File: config.mk
export PLATFORM = sky130hd
export DESIGN_NAME = pll_lock_supervisor
export DESIGN_NICKNAME = d
export VERILOG_FILES = /design/src/rtl/pll_lock_supervisor.sv
export SDC_FILE = /design/constraint.sdc
export NUM_CORES = 1
export LEC_CHECK = 0
export CAP_MARGIN = 25
export CELL_PAD_IN_SITES_DETAIL_PLACEMENT = 1
export CELL_PAD_IN_SITES_GLOBAL_PLACEMENT = 1
export CORE_ASPECT_RATIO = 1.25
export CORE_MARGIN = 5
export CORE_UTILIZATION = 43
export DETAILED_ROUTE_END_ITERATION = 7
export PLACE_DENSITY = 0.78
export SLEW_MARGIN = 10
export SYNTH_ARGS = -nofsm -noshare
export SYNTH_HDL_FRONTEND = slang
export SYNTH_SLANG_ARGS = --single-unit
File: constraint.sdc
create_clock -name clk -period 2.3 [get_ports clk]
set_clock_uncertainty 0.1 [all_clocks]
set_input_delay 0.69 -clock clk [delete_from_list [all_inputs] [get_ports clk]]
set_output_delay 0.69 -clock clk [all_outputs]
set_load 0.005 [all_outputs]
File: src/rtl/pll_lock_supervisor.sv
// pll_lock_supervisor: drives PLL reset, waits for a synchronised lock with a
// timeout, requires a stable-lock window before releasing sys_rst, and
// re-resets the PLL whenever lock is lost in RUN.
// Optional feature: define LOCK_LOSS_CNT_EN to add the saturating loss_cnt
// output that counts RUN->PLL_RST transitions.
module pll_lock_supervisor #(
    parameter int RST_CYCLES    = 16,
    parameter int LOCK_TIMEOUT  = 50000,
    parameter int STABLE_CYCLES = 1024,
    parameter int MAX_RETRY     = 7,
    parameter int SYNC_STAGES   = 2
) (
    input  logic       clk,
    input  logic       rst,
    input  logic       pll_lock,
    output logic       pll_rst,
    output logic       sys_rst,
    output logic       locked_ok,
    output logic       fail,
    output logic [3:0] retry_cnt,
`ifdef LOCK_LOSS_CNT_EN
    output logic [7:0] loss_cnt,
`endif
    output logic [2:0] state
);

    typedef enum logic [2:0] {
        PLL_RST   = 3'd0,
        WAIT_LOCK = 3'd1,
        STABLE    = 3'd2,
        RUN       = 3'd3,
        FAIL      = 3'd4
    } state_t;

    // One shared counter sized for the longest dwell limit.
    localparam int MAX_A  = (RST_CYCLES > LOCK_TIMEOUT) ? RST_CYCLES : LOCK_TIMEOUT;
    localparam int MAX_L  = (MAX_A > STABLE_CYCLES) ? MAX_A : STABLE_CYCLES;
    localparam int CW     = (MAX_L > 1) ? $clog2(MAX_L) : 1;
    localparam logic [CW-1:0] RST_LAST = CW'(RST_CYCLES - 1);
    localparam logic [CW-1:0] TO_LAST  = CW'(LOCK_TIMEOUT - 1);
    localparam logic [CW-1:0] STB_LAST = CW'(STABLE_CYCLES - 1);
    localparam logic [3:0]    RETRY_LIM = 4'(MAX_RETRY);

    state_t                 st, nxt;
    logic [CW-1:0]          cnt;
    logic [3:0]             retry_nxt;
    logic [3:0]             retry_inc;
    logic [SYNC_STAGES-1:0] sync_q;
    logic                   lock_s;

    assign lock_s    = sync_q[SYNC_STAGES-1];
    assign retry_inc = retry_cnt + 4'd1;
    assign state     = st;

    // Multi-flop synchroniser for the asynchronous PLL lock.
    always_ff @(posedge clk) begin
        if (rst) sync_q <= '0;
        else     sync_q <= {sync_q[SYNC_STAGES-2:0], pll_lock};
    end

    // Next-state and retry decision; a lock seen on the timeout cycle wins.
    always_comb begin
        nxt       = st;
        retry_nxt = retry_cnt;
        case (st)
            PLL_RST:   if (cnt == RST_LAST) nxt = WAIT_LOCK;
            WAIT_LOCK: begin
                if (lock_s) begin
                    nxt = STABLE;
                end else if (cnt == TO_LAST) begin
                    retry_nxt = retry_inc;
                    nxt       = (retry_inc == RETRY_LIM) ? FAIL : PLL_RST;
                end
            end
            STABLE: begin
                if (!lock_s) begin
                    nxt = WAIT_LOCK;
                end else if (cnt == STB_LAST) begin
                    nxt       = RUN;
                    retry_nxt = 4'd0;
                end
            end
            RUN:     if (!lock_s) nxt = PLL_RST;
            FAIL:    nxt = FAIL;
            default: nxt = PLL_RST;
        endcase
    end

    // State, dwell counter and outputs all update from the next state on one edge.
    always_ff @(posedge clk) begin
        if (rst) begin
            st        <= PLL_RST;
            cnt       <= '0;
            retry_cnt <= 4'd0;
            pll_rst   <= 1'b1;
            sys_rst   <= 1'b1;
            locked_ok <= 1'b0;
            fail      <= 1'b0;
        end else begin
            st        <= nxt;
            retry_cnt <= retry_nxt;
            if (nxt != st)
                cnt <= '0;
            else if (st == PLL_RST || st == WAIT_LOCK || st == STABLE)
                cnt <= cnt + 1'b1;
            pll_rst   <= (nxt == PLL_RST);
            sys_rst   <= (nxt != RUN);
            locked_ok <= (nxt == RUN);
            fail      <= (nxt == FAIL);
        end
    end

`ifdef LOCK_LOSS_CNT_EN
    // Saturating count of lock losses while running; only rst clears it.
    always_ff @(posedge clk) begin
        if (rst)
            loss_cnt <= 8'd0;
        else if (st == RUN && nxt == PLL_RST && loss_cnt != 8'hFF)
            loss_cnt <= loss_cnt + 8'd1;
    end
`endif

endmodule
==> results.md, run 1 <==
- Outcome: completed
- GRT Util Overall: 17.39%
- Yosys cell types: 48
- Seq cells post-synth: 29
- Vias in the first global route: 1417
- DR WL/cell: 17.17 um
- Site Rows: 23
- Synth Flop Type: dfxtp_1
- Switching pwr: 0.0002138 W
- Antenna cells: 0
- Layout Cells excl Fill: 224
- Buffers on Ports: 13
- Cell area after synthesis: 0.001484 mm2
- Die Width: 62.55 um
- CP arrival: 2.26 ns
- CP Data Required Time: 2.37 ns
- Clk sink count: 29
- Synth top area cells: dfxtp_1 39%, xnor2_1 6.5%, nor3_1 6.1%
- Crit-path slowest cell: or4b_4
- Share of the synthesized area in the top cell type: 39.12%
- Hold Vio Cnt, Final: 0
- CP bufs+invs: 0
- Iteration-0 DRC Markers: 64
- CP startpoint kind: register
- Yosys top cell by area: dfxtp_1
- Synth-to-layout area growth: 20.83%
- Max cap viols: 0
- Initial Util: 45.23%
- Final-report setup violation count: 0
- Placer congestion estimate: 0.7970
- Family with the most delay on the worst path: simple AND/OR/NAND/NOR gates
- Dpl cells: 215
- Crit-path max FO: 6
- CTS Buf Count: 5
- Avg Vias per Cell: 5.920
- Via count: 1326
- Compound-Gate Fraction of Synth Area: 11.72%
- Relative slew slack: 70.06%
- Power Density: 560.9 mW/mm2
- CORE AREA: 0.003281 mm2
- Fin crit period: 2.193 ns
- Grt ovf: 0
- Switching Fraction: 21.26%
- Setup CP Type: reg2reg
- FMAX: 455.9 MHz
- Root Driver: clkbuf_8
- DRC violation count after routing: 0
- Synth Area in Adders: 2.530%
- Boundary Pins: 14
- Worst-Margin Slew: 0.4450 ns
- CTS tree: built
- Final hold slack: 0.3659 ns
- Int Pwr: 0.0007919 W
- RSZ-0062 raised after global routing: no
- Synth Area in XOR/XNOR: 8.853%
- Clk pwr share: 45.8%
- Period utilization: 95.36%
- Syn nets: 171
- Post-synth EDFFs: 0
- Post-Synth Simple-Gate Area: 33.56%
- Share of layout cells above drive strength 1: 12.83%
- Clk slew on worst S/H paths: 0.06 ns
- H-tree Lvls: 2
- Layout Nets: 192
- Post-route ant nets: 0
- Final setup TNS: 0 ns
- WL final: 3846 um
- First-pass GRT wire length: 6527 um
- Largest family of logic cells by synthesized area: simple AND/OR/NAND/NOR gates
- Synth warn: 0
- Fin util: 54.65%
- Cells along the critical path: or4b_4 > nor4_4 > o2111ai_2 > nor2b_1 > a31o_1
- Die Y: 75.68 um
- Hold WC Path Type: reg2reg
- Seq pwr share: 51.3%
- Syn Inst Count: 165
- Pre-antenna DRT Iters: 4
- Post-DP HPWL: 2894 um
- Peak supply drop: 0.0003419 V
- Max incr delay on CP: 0.56 ns
- Comb pwr share: 2.8%
- Area after DPL: 0.001668 mm2
- Mux cell area share after synthesis: 0.6745%
- Maximum clock path buffer count: 2
- Fraction of registers with async set/reset: 0%
- Avg Inst Size Synth: 8.993 um2
- Critical path endpoint category: register
- Later-pin clock latency in the skew report: 0.28 ns
- Maximum number of pins on one net before global-route repair: 17
- Slew Limit Fails: 0
- Initial antenna violation count: 0
- Seq/Total Area, Yosys: 39.12%
- Leakage: 0.6301 nW
- Die ar.: 0.004733 mm2
- Finished Cell Area: 0.001793 mm2
==> worst register-to-register path, cell delays in order (launching register included) <==
cell,delay (ns)
dfxtp_1,0.37
or4b_4,0.57
nor4_4,0.36
o2111ai_2,0.27
nor2b_1,0.20
a31o_1,0.21
==> registers in the layout (all words and copies together), names as in the netlist <==
| signal | cells |
|---|---|
| fail | 1 |
| locked_ok | 1 |
| sys_rst | 1 |
| state | 3 |
| pll_rst | 1 |
| sync_q | 2 |
| retry_cnt | 4 |
| cnt | 16 |
==> stage by stage <==
step,total power [W],setup WS (ns)
3_5_place_dp,0.0005551,0.03625
4_1_cts,0.001014,0.02385
5_1_grt,0.001049,0.02226
6_report,0.001006,0.1067
3_3_place_gp,0.0005524,0.08005
2_1_floorplan,0.0005442,0.2488
==> per-layer routing <==
layer	track usage (%)	routed length (um)	vias up
li1	-	-	640
met1	18.50	1610	659
met3	4.720	131	6
met4	4.481	49	0
met5	0	0	-
met2	34.10	2054	21
==> cell usage in the layout, fill, tap and decap left out, types with 6 or more instances in the layout <==
cell and count:
nand2_1 13, xnor2_1 11, clkdlybuf4s50_1 13, nand4_1 6
buf_4 7, nor2_1 15, nor3_1 18, clkbuf_8 7
dfxtp_1 29
==> final cells by class <==
class	instances	area, um2
inverter	4	15.01
multi-input combinational	126	867.1
sequential	29	580.6
tap	37	46.29
clock inverter	1	5.005
clock buffer	7	96.34
timing repair buffer	20	182.7
fill	391	1488
==> cell families (layout without fill, tap and decap cells) <==
kind of cell | after synthesis | count (layout)
adder cells (fa/ha/maj) | 3 | 3
AO/OA/AOI/OAI | 21 | 21
AND/OR/NAND/NOR | 86 | 86
buffers and inverters | 10 | 32
XOR/XNOR | 15 | 15
multiplexers | 1 | 1
flip-flops | 29 | 29
==> Yosys cell counts (2+ instances only) <==
cell type,n
ha_1,3
clkbuf_1,3
nand4b_1,2
nor2_1,15
xnor2_1,11
nand2_1,13
nor3_1,18
inv_1,4
xor2_1,4
nor2b_1,4
nor4_1,3
or3_1,4
buf_4,2
a311oi_1,2
nand2b_1,4
o21ai_0,2
a21oi_1,4
nand4_1,6
nand3_1,4
dfxtp_1,29
==> timing repair <==
item | in CTS | in global routing
endpoints found under the setup margin | 0 | 17
gates resized for setup | 0 | 2
buffers inserted | 0 | 1
hold buffers | 0 | 0
==> power by group through the flow <==
stage | Sequential, W | Clock (W) | Combinational, W
CTS | 0.000516 | 0.000469 | 0.0000282
finish | 0.000516 | 0.000461 | 0.0000286
detailed placement | 0.000527 | 0 | 0.0000280
global placement | 0.000526 | 0 | 0.0000260
global route | 0.000517 | 0.000500 | 0.0000322
floorplan | 0.000525 | 0 | 0.0000192
==> path summary, 6_finish.rpt <==
kind         startpoint   endpoint  slack (ns)  cells after the start
max             cnt[12]    pll_rst        0.11                      5
min           sync_q[0]  sync_q[1]        0.37                      1
max reg2reg     cnt[12]    pll_rst        0.11                      5
min reg2reg   sync_q[0]  sync_q[1]        0.37                      1
No activity file was read; power rests on OpenSTA's default activity.
==> inputs of run 2 (changes only) <==
CORE_UTILIZATION = 40   (was 43)
PLACE_DENSITY = 0.74   (was 0.78)
SLEW_MARGIN = unset   (was 10)
==> run 2 against run 1 <==
Combinational power increased by 17%. Critical path depth increased by 1. Routed wire length increased by 2.1%. Sequential share of layout area decreased by 0.64 points. Hold slack got worse by 0.017 ns. Design area increased by 2.0%. Worst setup slack improved by 0.027 ns. Final cell count increased by 1.8%. Count of clock-buffer cells in the layout unchanged. Clock power about the same. Die area increased by 6.4%. Flip-flop and latch count unchanged. Critical path type unchanged. Largest power group unchanged. Highest routed layer unchanged.
==> results.md, run 2 (synthesis results as in run 1) <==
- Clk slew on worst S/H paths: 0.06 ns (about the same)
- Leakage: 0.6403 nW (was 0.6301 nW)
- Die Y: 78.10 um (was 75.68 um)
- Boundary Pins: 14 (unchanged)
- Worst-Margin Slew: 0.5626 ns (was 0.4450 ns)
- Clk pwr share: 45.7% (was 45.8%)
- Period utilization: 94.21% (was 95.36%)
- Final setup TNS: 0 ns (unchanged)
- Register-to-Register Path Depth: 6 (was 5)
- Commonest non-fill, non-tap cell in the layout: dfxtp_1 (unchanged)
- CP Data Required Time: 2.37 ns (about the same)
- Synth-to-layout area growth: 23.27% (was 20.83%)
- Slew Limit Fails: 0 (unchanged)
- CTS tree: built (unchanged)
- Initial Util: 41.88% (was 45.23%)
- Peak supply drop: 0.0004172 V (was 0.0003419 V)
- Cells along the critical path: or4b_4 > nor4_4 > buf_4 > o2111ai_4 > nor2b_1 > a31o_1 (was or4b_4 > nor4_4 > o2111ai_2 > nor2b_1 > a31o_1)
- Number of flip-flops in the largest register: 16 (unchanged)
- Layout Nets: 194 (was 192)
- Post-DP HPWL: 2875 um (was 2894 um)
- CP arrival: 2.24 ns (was 2.26 ns)
- Comb pwr share: 3.3% (was 2.8%)
- Crit-path slowest cell: or4b_4 (unchanged)
- Filler instances: 427 (was 391)
- CTS Buf Count: 5 (unchanged)
- DR WL/cell: 17.21 um (was 17.17 um)
- Critical path endpoint category: register (unchanged)
- Post-route ant nets: 0 (unchanged)
- Clk sink count: 29 (unchanged)
- Iteration-0 DRC Markers: 47 (was 64)
- Power Density: 552.1 mW/mm2 (was 560.9 mW/mm2)
- Grt ovf: 0 (unchanged)
- Int Pwr: 0.0007942 W (was 0.0007919 W)
- H-tree Lvls: 2 (unchanged)
- FF-to-FF Start: cnt[12] (unchanged)
- Setup crit start: cnt[12] (unchanged)
- CORE AREA: 0.003543 mm2 (was 0.003281 mm2)
- CTS Hold Bufs: 0 (unchanged)
- Placer congestion estimate: 0.7490 (was 0.7970)
- DRC violation count after routing: 0 (unchanged)
- Pre-antenna DRT Iters: 4 (unchanged)
- Outcome: completed (unchanged)
- RSZ-0062 raised after global routing: no (unchanged)
- FMAX: 461.5 MHz (was 455.9 MHz)
- Maximum number of pins on one net before global-route repair: 17 (unchanged)
- Maximum clock path buffer count: 2 (unchanged)
- Hold_sp: sync_q[0] (unchanged)
- Switching pwr: 0.0002157 W (was 0.0002138 W)
- Die ar.: 0.005035 mm2 (was 0.004733 mm2)
- Max cap viols: 0 (unchanged)
- WL final: 3925 um (was 3846 um)
- GRT Util Overall: 16.32% (was 17.39%)
- Hold Vio Cnt, Final: 0 (unchanged)
- Relative slew slack: 62.10% (was 70.06%)
- Hold WC Path Type: reg2reg (unchanged)
- Via count: 1292 (was 1326)
- Most frequent cells in the layout: 29 x dfxtp_1, 18 x nor3_1, 15 x nor2_1 (unchanged)
- Reg with most FFs: cnt (unchanged)
- Crit-path max FO: 6 (unchanged)
- Fin crit period: 2.167 ns (was 2.193 ns)
- Max incr delay on CP: 0.55 ns (was 0.56 ns)
- Avg Vias per Cell: 5.667 (was 5.920)
- Setup CP Type: reg2reg (unchanged)
- Antenna cells: 0 (unchanged)
- Later-pin clock latency in the skew report: 0.28 ns (about the same)
- First-pass GRT wire length: 6299 um (was 6527 um)
- Initial antenna violation count: 0 (unchanged)
- DP Worst Slack: 0.05865 ns (was 0.03625 ns)
- Vias in the first global route: 1329 (was 1417)
- Site Rows: 24 (was 23)
- Buffers on Ports: 13 (unchanged)
- Switching Fraction: 21.36% (was 21.26%)
- Hold Path Cell Cnt: 1 (unchanged)
- Final setup margin: 0.1333 ns (was 0.1067 ns)
- Share of layout cells above drive strength 1: 13.76% (was 12.83%)
- Final-report setup violation count: 0 (unchanged)
- Root Driver: clkbuf_8 (unchanged)
- Die Width: 64.48 um (was 62.55 um)
- CP startpoint kind: register (unchanged)
- Seq pwr share: 51.0% (was 51.3%)
[run 2: changes by cell type in the layout (fill, tap and decap cells not counted), sizes merged]
| cell | change |
|---|---|
| nand4b | +1 |
| buf | +1 |
[run 2: critical path, delay by kind of cell, from the launching register on]
family                 cells  cell delay (ns)
AO/OA/AOI/OAI              2             0.39
buffers and inverters      1             0.18
flip-flops                 1             0.37
AND/OR/NAND/NOR            3             1.01
[run 2: cell type report]
class                   instances  area [um2]  share of cell area, %
multi-input cells             127       893.4                  48.84
flip-flops and latches         29       580.6                  31.74
repair buffers                 21       190.2                  10.40
inverters                       4       15.01                 0.8208
clock inverters                 1       5.005                 0.2736
well taps                      39       48.80                  2.668
clock buffers                   7       96.34                  5.267
[run 2: through the flow]
stage	util [%]	hold WS [ns]	total power [W]	cell area, um2	cells
2_1_floorplan	-	0.3138	0.0005442	1484	165
3_3_place_gp	47.35	0.3332	0.0005540	1678	218
3_5_place_dp	47.35	0.3423	0.0005571	1678	218
4_1_cts	50.21	0.3592	0.001014	1779	226
5_1_grt	51.62	0.3676	0.001049	1829	228
6_report	51.62	0.3487	0.001010	1829	228
[run 2: worst paths after layout]
path / to / slack, ns
setup / recovery: pll_rst / 0.13
hold / removal: sync_q[1] / 0.35
setup reg to reg: pll_rst / 0.13
hold reg to reg: sync_q[1] / 0.35
[run 2: power groups by stage]
stage / combinational (W) / sequential, W / clock (W)
after detailed placement: 0.0000311 / 0.000526 / 0
after floorplan: 0.0000192 / 0.000525 / 0
after global placement: 0.0000286 / 0.000525 / 0
after global routing: 0.0000373 / 0.000516 / 0.000495
final: 0.0000335 / 0.000515 / 0.000461
after CTS: 0.0000316 / 0.000515 / 0.000467
[run 2: repair_timing]
action,4_1_cts,5_1_grt
buffers inserted,0,1
hold endpoints to repair,0,0
endpoints found under the setup margin,0,17
gates resized for setup,0,3
[run 2: per-layer routing]
metal | global-route usage, % | vias up | wire length [um]
li1 | - | 645 | -
met1 | 16.51 | 624 | 1580
met2 | 31.20 | 17 | 2158
met3 | 4.000 | 6 | 120
met4 | 6.977 | 0 | 65
met5 | 0 | - | 0
==> inputs of run 3 (changes only) <==
CTS_CLUSTER_SIZE = 12   (was unset)
==> results of run 3 <==
Same layout as run 2: the final DEF is identical, and so are final timing and power.
